--- config.mk ---
export PLATFORM = sky130hd
export DESIGN_NAME = mrp_write_issuer
export DESIGN_NICKNAME = d
export VERILOG_FILES = /design/src/rtl/mrp_write_issuer.sv
export SDC_FILE = /design/constraint.sdc
export NUM_CORES = 1
export LEC_CHECK = 0
export BUFFER_PORTS_ARGS = -buffer_cell sky130_fd_sc_hd__clkbuf_2
export CAP_MARGIN = 10
export CORE_ASPECT_RATIO = 1.5
export CORE_MARGIN = 1.5
export CORE_UTILIZATION = 30
export DETAILED_ROUTE_END_ITERATION = 8
export SETUP_SLACK_MARGIN = 0.4
export SYNTH_ARGS = -nofsm -noshare
export SYNTH_HDL_FRONTEND = slang
export SYNTH_SLANG_ARGS = --single-unit
--- constraint.sdc ---
create_clock -name clk -period 7.2 [get_ports clk]
set_input_delay 1.44 -clock clk [delete_from_list [all_inputs] [get_ports clk]]
set_output_delay 1.44 -clock clk [all_outputs]
set_load 0.02 [all_outputs]
--- src/rtl/mrp_write_issuer.sv ---
// Write-side feeder for the must-read-protected cache: FIFO-buffers producer writes
// and issues them one at a time, retrying nacked writes. Optional MRP_WRITE_ROTATE_ON_NACK_EN.
//   state   | meaning
//   IDLE    | nothing in flight, wait for an entry
//   ISSUE   | ce/we high with the head entry
//   WAIT    | sample the registered write ack
//   BACKOFF | idle cycles before re-issuing a nacked write
module mrp_write_issuer #(
  parameter int DEPTH_BITS     = 2,
  parameter int DATA_WIDTH     = 16,
  parameter int ADDR_WIDTH     = 8,
  parameter int BACKOFF_CYCLES = 2,
  parameter int MAX_RETRIES    = 15
) (
  input  logic                  clk,
  input  logic                  reset_n,
  input  logic                  in_valid_i,
  output logic                  in_ready_o,
  input  logic [ADDR_WIDTH-1:0] in_addr_i,
  input  logic [DATA_WIDTH-1:0] in_data_i,
  output logic                  cache_ce_o,
  output logic                  cache_we_o,
  output logic [ADDR_WIDTH-1:0] cache_addr_o,
  output logic [DATA_WIDTH-1:0] cache_wdata_o,
  input  logic                  cache_wack_i,
  output logic [DEPTH_BITS:0]   fifo_count_o,
  output logic                  stuck_o,
  output logic                  idle_o
);
  localparam int DEPTH = 1 << DEPTH_BITS;
  localparam int EW    = ADDR_WIDTH + DATA_WIDTH;
  localparam int PW    = DEPTH_BITS;
  localparam int CW    = DEPTH_BITS + 1;
  localparam int RW    = (MAX_RETRIES > 0) ? $clog2(MAX_RETRIES + 1) : 1;
  localparam int BW    = (BACKOFF_CYCLES > 0) ? $clog2(BACKOFF_CYCLES + 1) : 1;
  localparam logic [CW-1:0] FULL_CNT = CW'(DEPTH);
  localparam logic [RW-1:0] MAX_RET  = RW'(MAX_RETRIES);
  localparam logic [BW-1:0] BO_LOAD  = BW'(BACKOFF_CYCLES);

  typedef enum logic [1:0] {S_IDLE, S_ISSUE, S_WAIT, S_BACKOFF} state_t;

  state_t          state_q, state_d;
  logic [EW-1:0]   mem_q [DEPTH];
  logic [EW-1:0]   mem_d [DEPTH];
  logic [PW-1:0]   rd_ptr_q, rd_ptr_d, wr_ptr_q, wr_ptr_d;
  logic [CW-1:0]   count_q, count_d, cnt_rem;
  logic [RW-1:0]   retry_q, retry_d;
  logic [BW-1:0]   bo_q, bo_d;
  logic            stuck_q, stuck_d;
  logic            ce_q, ce_d;
  logic [ADDR_WIDTH-1:0] addr_q, addr_d;
  logic [DATA_WIDTH-1:0] wdata_q, wdata_d;
  logic            push, pop, rot;
  logic [EW-1:0]   head, head_next;

  assign in_ready_o    = (count_q < FULL_CNT);
  assign cache_ce_o    = ce_q;
  assign cache_we_o    = ce_q;
  assign cache_addr_o  = addr_q;
  assign cache_wdata_o = wdata_q;
  assign fifo_count_o  = count_q;
  assign stuck_o       = stuck_q;
  assign idle_o        = (state_q == S_IDLE) && (count_q == '0);

  always_comb begin
    state_d   = state_q;
    retry_d   = retry_q;
    stuck_d   = stuck_q;
    bo_d      = bo_q;
    addr_d    = addr_q;
    wdata_d   = wdata_q;
    mem_d     = mem_q;
    pop       = 1'b0;
    rot       = 1'b0;
    push      = in_valid_i && in_ready_o;
    head      = mem_q[rd_ptr_q];

    case (state_q)
      S_IDLE:  if (count_q != '0) state_d = S_ISSUE;
      S_ISSUE: state_d = S_WAIT;
      S_WAIT: begin
        if (cache_wack_i) begin
          pop     = 1'b1;
          retry_d = '0;
          stuck_d = 1'b0;
          state_d = (count_q > CW'(1) || push) ? S_ISSUE : S_IDLE;
        end else begin
          if (retry_q != MAX_RET) retry_d = retry_q + RW'(1);
          stuck_d = (retry_d == MAX_RET);
`ifdef MRP_WRITE_ROTATE_ON_NACK_EN
          // Recycle the blocked head to the tail so other slots can drain.
          rot = (count_q > CW'(1));
          pop = rot;
`endif
          if (BACKOFF_CYCLES > 0) begin
            state_d = S_BACKOFF;
            bo_d    = BO_LOAD;
          end else begin
            state_d = S_ISSUE;
          end
        end
      end
      S_BACKOFF: begin
        if (bo_q <= BW'(1)) state_d = S_ISSUE;
        else                bo_d    = bo_q - BW'(1);
      end
      default: state_d = S_IDLE;
    endcase

    rd_ptr_d = rd_ptr_q + PW'(pop);
    wr_ptr_d = wr_ptr_q + PW'(push) + PW'(rot);
    count_d  = count_q + CW'(push) + CW'(rot) - CW'(pop);
    if (rot)  mem_d[wr_ptr_q] = head;
    if (push) mem_d[wr_ptr_q + PW'(rot)] = {in_addr_i, in_data_i};

    // An entry pushed this very cycle into a drained FIFO is not in mem_q yet.
    cnt_rem   = count_q - CW'(pop);
    head_next = (cnt_rem == '0) ? {in_addr_i, in_data_i} : mem_q[rd_ptr_d];
    ce_d      = (state_d == S_ISSUE);
    if (ce_d) begin
      addr_d  = head_next[EW-1:DATA_WIDTH];
      wdata_d = head_next[DATA_WIDTH-1:0];
    end
  end

  always_ff @(posedge clk or negedge reset_n) begin
    if (!reset_n) begin
      state_q  <= S_IDLE;
      rd_ptr_q <= '0;
      wr_ptr_q <= '0;
      count_q  <= '0;
      retry_q  <= '0;
      stuck_q  <= 1'b0;
      bo_q     <= '0;
      ce_q     <= 1'b0;
      addr_q   <= '0;
      wdata_q  <= '0;
      for (int i = 0; i < DEPTH; i++) mem_q[i] <= '0;
    end else begin
      state_q  <= state_d;
      rd_ptr_q <= rd_ptr_d;
      wr_ptr_q <= wr_ptr_d;
      count_q  <= count_d;
      retry_q  <= retry_d;
      stuck_q  <= stuck_d;
      bo_q     <= bo_d;
      ce_q     <= ce_d;
      addr_q   <= addr_d;
      wdata_q  <= wdata_d;
      mem_q    <= mem_d;
    end
  end
endmodule

==> results.sh <==
export IMPL_hold_buffers=0
export IMPL_critPathCaptureType="flip-flop"
export IMPL_synth_top_area_share=0.5341
export IMPL_syn_nets=444
export IMPL_setup_viol=0
export IMPL_synth_top_cell_by_area="dfrtp_1"
export IMPL_grt_max_degree=82
export IMPL_overflow=0
export IMPL_cp_common_cell="mux2_4"
export IMPL_fin_cells=748
export IMPL_cp_num_buf_inv=1
export IMPL_synth_flop_cell="dfrtp_1"
export IMPL_drv_cap=0
export IMPL_antenna_found_initial=0
export IMPL_fin_crit_ns=3.653
export IMPL_dr_total_vias=3608
export IMPL_cellPowerDensity_mw_per_mm2=537.4
export IMPL_htreeDepth=4
export IMPL_clk_path_buf_depth=2
export IMPL_worst_pin_slew_ns=1.057
export IMPL_avgSynthCellArea_sq_um=15.69
export IMPL_post_dp_hpwl_um=8429
export IMPL_gp_congestion=0.7112
export IMPL_path_cells="clkbuf_2, and3b_1, ha_2, mux4_2, mux2_4, mux2_4"
export IMPL_root_buffer="clkbuf_16"
export IMPL_diodes=0
export IMPL_synth_distinct_cells=37
export IMPL_yosysSeqAreaShare=0.5341
export IMPL_wl_um=13340
export IMPL_clk_latency_ns=0.42
export IMPL_area_growth_pct=18.11
export IMPL_critical_path_top_delay_family="multiplexers"
export IMPL_drive_gt1_frac=0.5708
export IMPL_period_share=0.5074
export IMPL_synth_edff_count=0
export IMPL_synthCells=409
export IMPL_rsz0062_at_grt="false"
export IMPL_ys_ff_latch=137
export IMPL_met1_length_um=5717
export IMPL_place_port_buffers=59
export IMPL_ys_async_sr_fraction=1.000
export IMPL_ys_top_cells_by_count="dfrtp_1 (137), mux2_2 (104), mux2_4 (41)"
export IMPL_synthesis_area_sq_mm=0.006419
export IMPL_cts_buffers=17
export IMPL_routed_top_layer="met4"
export IMPL_drt_first_pass_iters=5
export IMPL_wl_met3_um=476
export IMPL_core_area_sq_mm=0.02098
export IMPL_rows=65
export IMPL_nets=502
export IMPL_dp_cells=716
export IMPL_fin_tns_setup_ns=0
export IMPL_vdd_drop_max_uv=188.1
export IMPL_relSlewSlack=0.2945
export IMPL_wl_met2_um=6936
export IMPL_yosysMostFrequentCell="dfrtp_1"
export IMPL_ys_top_cells_by_area="dfrtp_1 (53%), mux2_2 (18%), mux2_4 (9.6%), mux4_2 (8.4%), ha_1 (1.2%)"
export IMPL_cts_resized_gates=0
export IMPL_post_cts_buffers=0
export IMPL_drt_first_iter_violations=145
export IMPL_ioPinCount=60
export IMPL_worstPathArrival_ns=3.95
export IMPL_status="finished, final reports clean"
export IMPL_crit_slowest_cell="ha_2"
export IMPL_final_hold_violation_count=0
export IMPL_cts_clk_slew_worst_paths_ns=0.06
export IMPL_grt_pass1_vias=3993
export IMPL_drv_slew=0
export IMPL_synth_warning_count=0
export IMPL_grtUsageTotal=0.1291
export IMPL_cpPeakStageDelay_ns=1.00
export IMPL_ant_nets=0
export IMPL_die_area_sq_mm=0.02230
export IMPL_drc=0
export IMPL_crit_type="primary input to flip-flop"
export IMPL_critPathLaunchType="primary input"
export IMPL_leakage_nw=3.369
export IMPL_skew_ns=0.01645
export IMPL_hold_class="flip-flop to flip-flop"
export IMPL_cp_max_fo=25
export IMPL_cts_tree="done"
export IMPL_die_w_um=122.4
export IMPL_wl_per_cell_um=17.84
export IMPL_start_util=0.3059
export IMPL_grt_pass1_wl_um=21830
export IMPL_die_height_um=182.1
export IMPL_cp_required_ns=7.50
export IMPL_viasPerCell=4.824
export IMPL_fmax_ghz=0.2738
export IMPL_clock_sinks=137
==> routing by layer <==
layer  vias up  global-route usage
li1       1620                   -
met2        56              0.2212
met5         -                   0
met1      1921              0.1520
met3        11             0.03531
met4         0             0.05023
==> sequential cells by signal, summed over array words and instances (netlist names), 2 cells and up <==
name,count
bo_q,2
cache_addr_o,8
cache_wdata_o,16
fifo_count_o,3
mem_q,96
rd_ptr_q,2
retry_q,4
state_q,2
wr_ptr_q,2
==> area by class of cell <==
class | count | area (sq um)
multi-input cells | 239 | 2849
clock buffers | 18 | 429.2
clock inverters | 14 | 170.2
fillers | 2010 | 13400
well taps | 268 | 335.3
flip-flops and latches | 137 | 3428
repair buffers | 64 | 339.1
inverters | 8 | 30.03
==> worst min-delay path, cell delays in order (launching register included) <==
cell     delay (ns)
dfrtp_1        0.36
nand2_1        0.05
o41ai_1        0.05
==> kinds of logic (layout without fill, tap and decap cells) <==
kind of cell               after synthesis  in the layout  share of synthesized area
AOI/OAI and AO/OA                       23             23                    0.02300
xor gates and xnor gates                 4              4                   0.005458
adders and majority gates                7              7                    0.01481
buffers and inverters                   33            104                    0.02807
DFF                                    137            137                     0.5341
muxes                                  170            170                     0.3641
and+or+nand+nor                         35             35                    0.03041
==> where the power goes <==
part / internal, mW / leakage, nW / switching, mW / total, mW
combinational: 1.08 / 1.43 / 0.714 / 1.79
clock: 0.547 / 0.284 / 0.340 / 0.886
sequential: 1.16 / 1.65 / 0.231 / 1.40
==> per-stage QoR <==
step	utilization	hold WS (ns)	setup WS [ns]	power [mW]	instance area (sq um)
after floorplan	-	0.4720	3.585	2.837	6419
after global placement	0.3327	0.4713	3.060	3.160	6982
after detailed placement	0.3327	0.4804	3.073	3.240	6982
after CTS	0.3613	0.4940	3.506	4.134	7581
after global routing	0.3613	0.5064	3.374	4.320	7581
final	0.3613	0.4954	3.547	4.074	7581
==> worst paths after layout <==
| kind | to | cells after the start | slack [ns] | startpoint |
|---|---|---|---|---|
| worst max register to register | cache_addr_o[2] | 5 | 4.17 | state_q[1] |
| max in group asynchronous | cache_ce_o | 2 | 4.77 | reset_n |
| worst min register to register | stuck_o | 2 | 0.50 | stuck_o |
| min in group asynchronous | mem_q[25] | 1 | 0.99 | reset_n |
| worst max-delay path | cache_addr_o[2] | 6 | 3.55 | cache_wack_i |
| worst min-delay path | stuck_o | 2 | 0.50 | stuck_o |
==> placed cells by master (no fill, tap or decap), types with 2 or more instances in the layout <==
cell type and count:
buf_4 5, nor3b_1 2, mux4_2 24, bufinv_16 3
nor2_1 3, nand2_1 10, inv_1 8, nor3_1 2
ha_1 5, nand3_1 3, dfrtp_1 137, o21ai_0 9
clkbuf_2 58, nor3_2 2, xor2_1 3, clkinv_2 3
mux2_4 41, nor2b_1 3, inv_6 4, clkinvlp_4 4
clkbuf_16 17, mux2_2 104, a21oi_1 7
No activity file was read; power rests on OpenSTA's default activity.
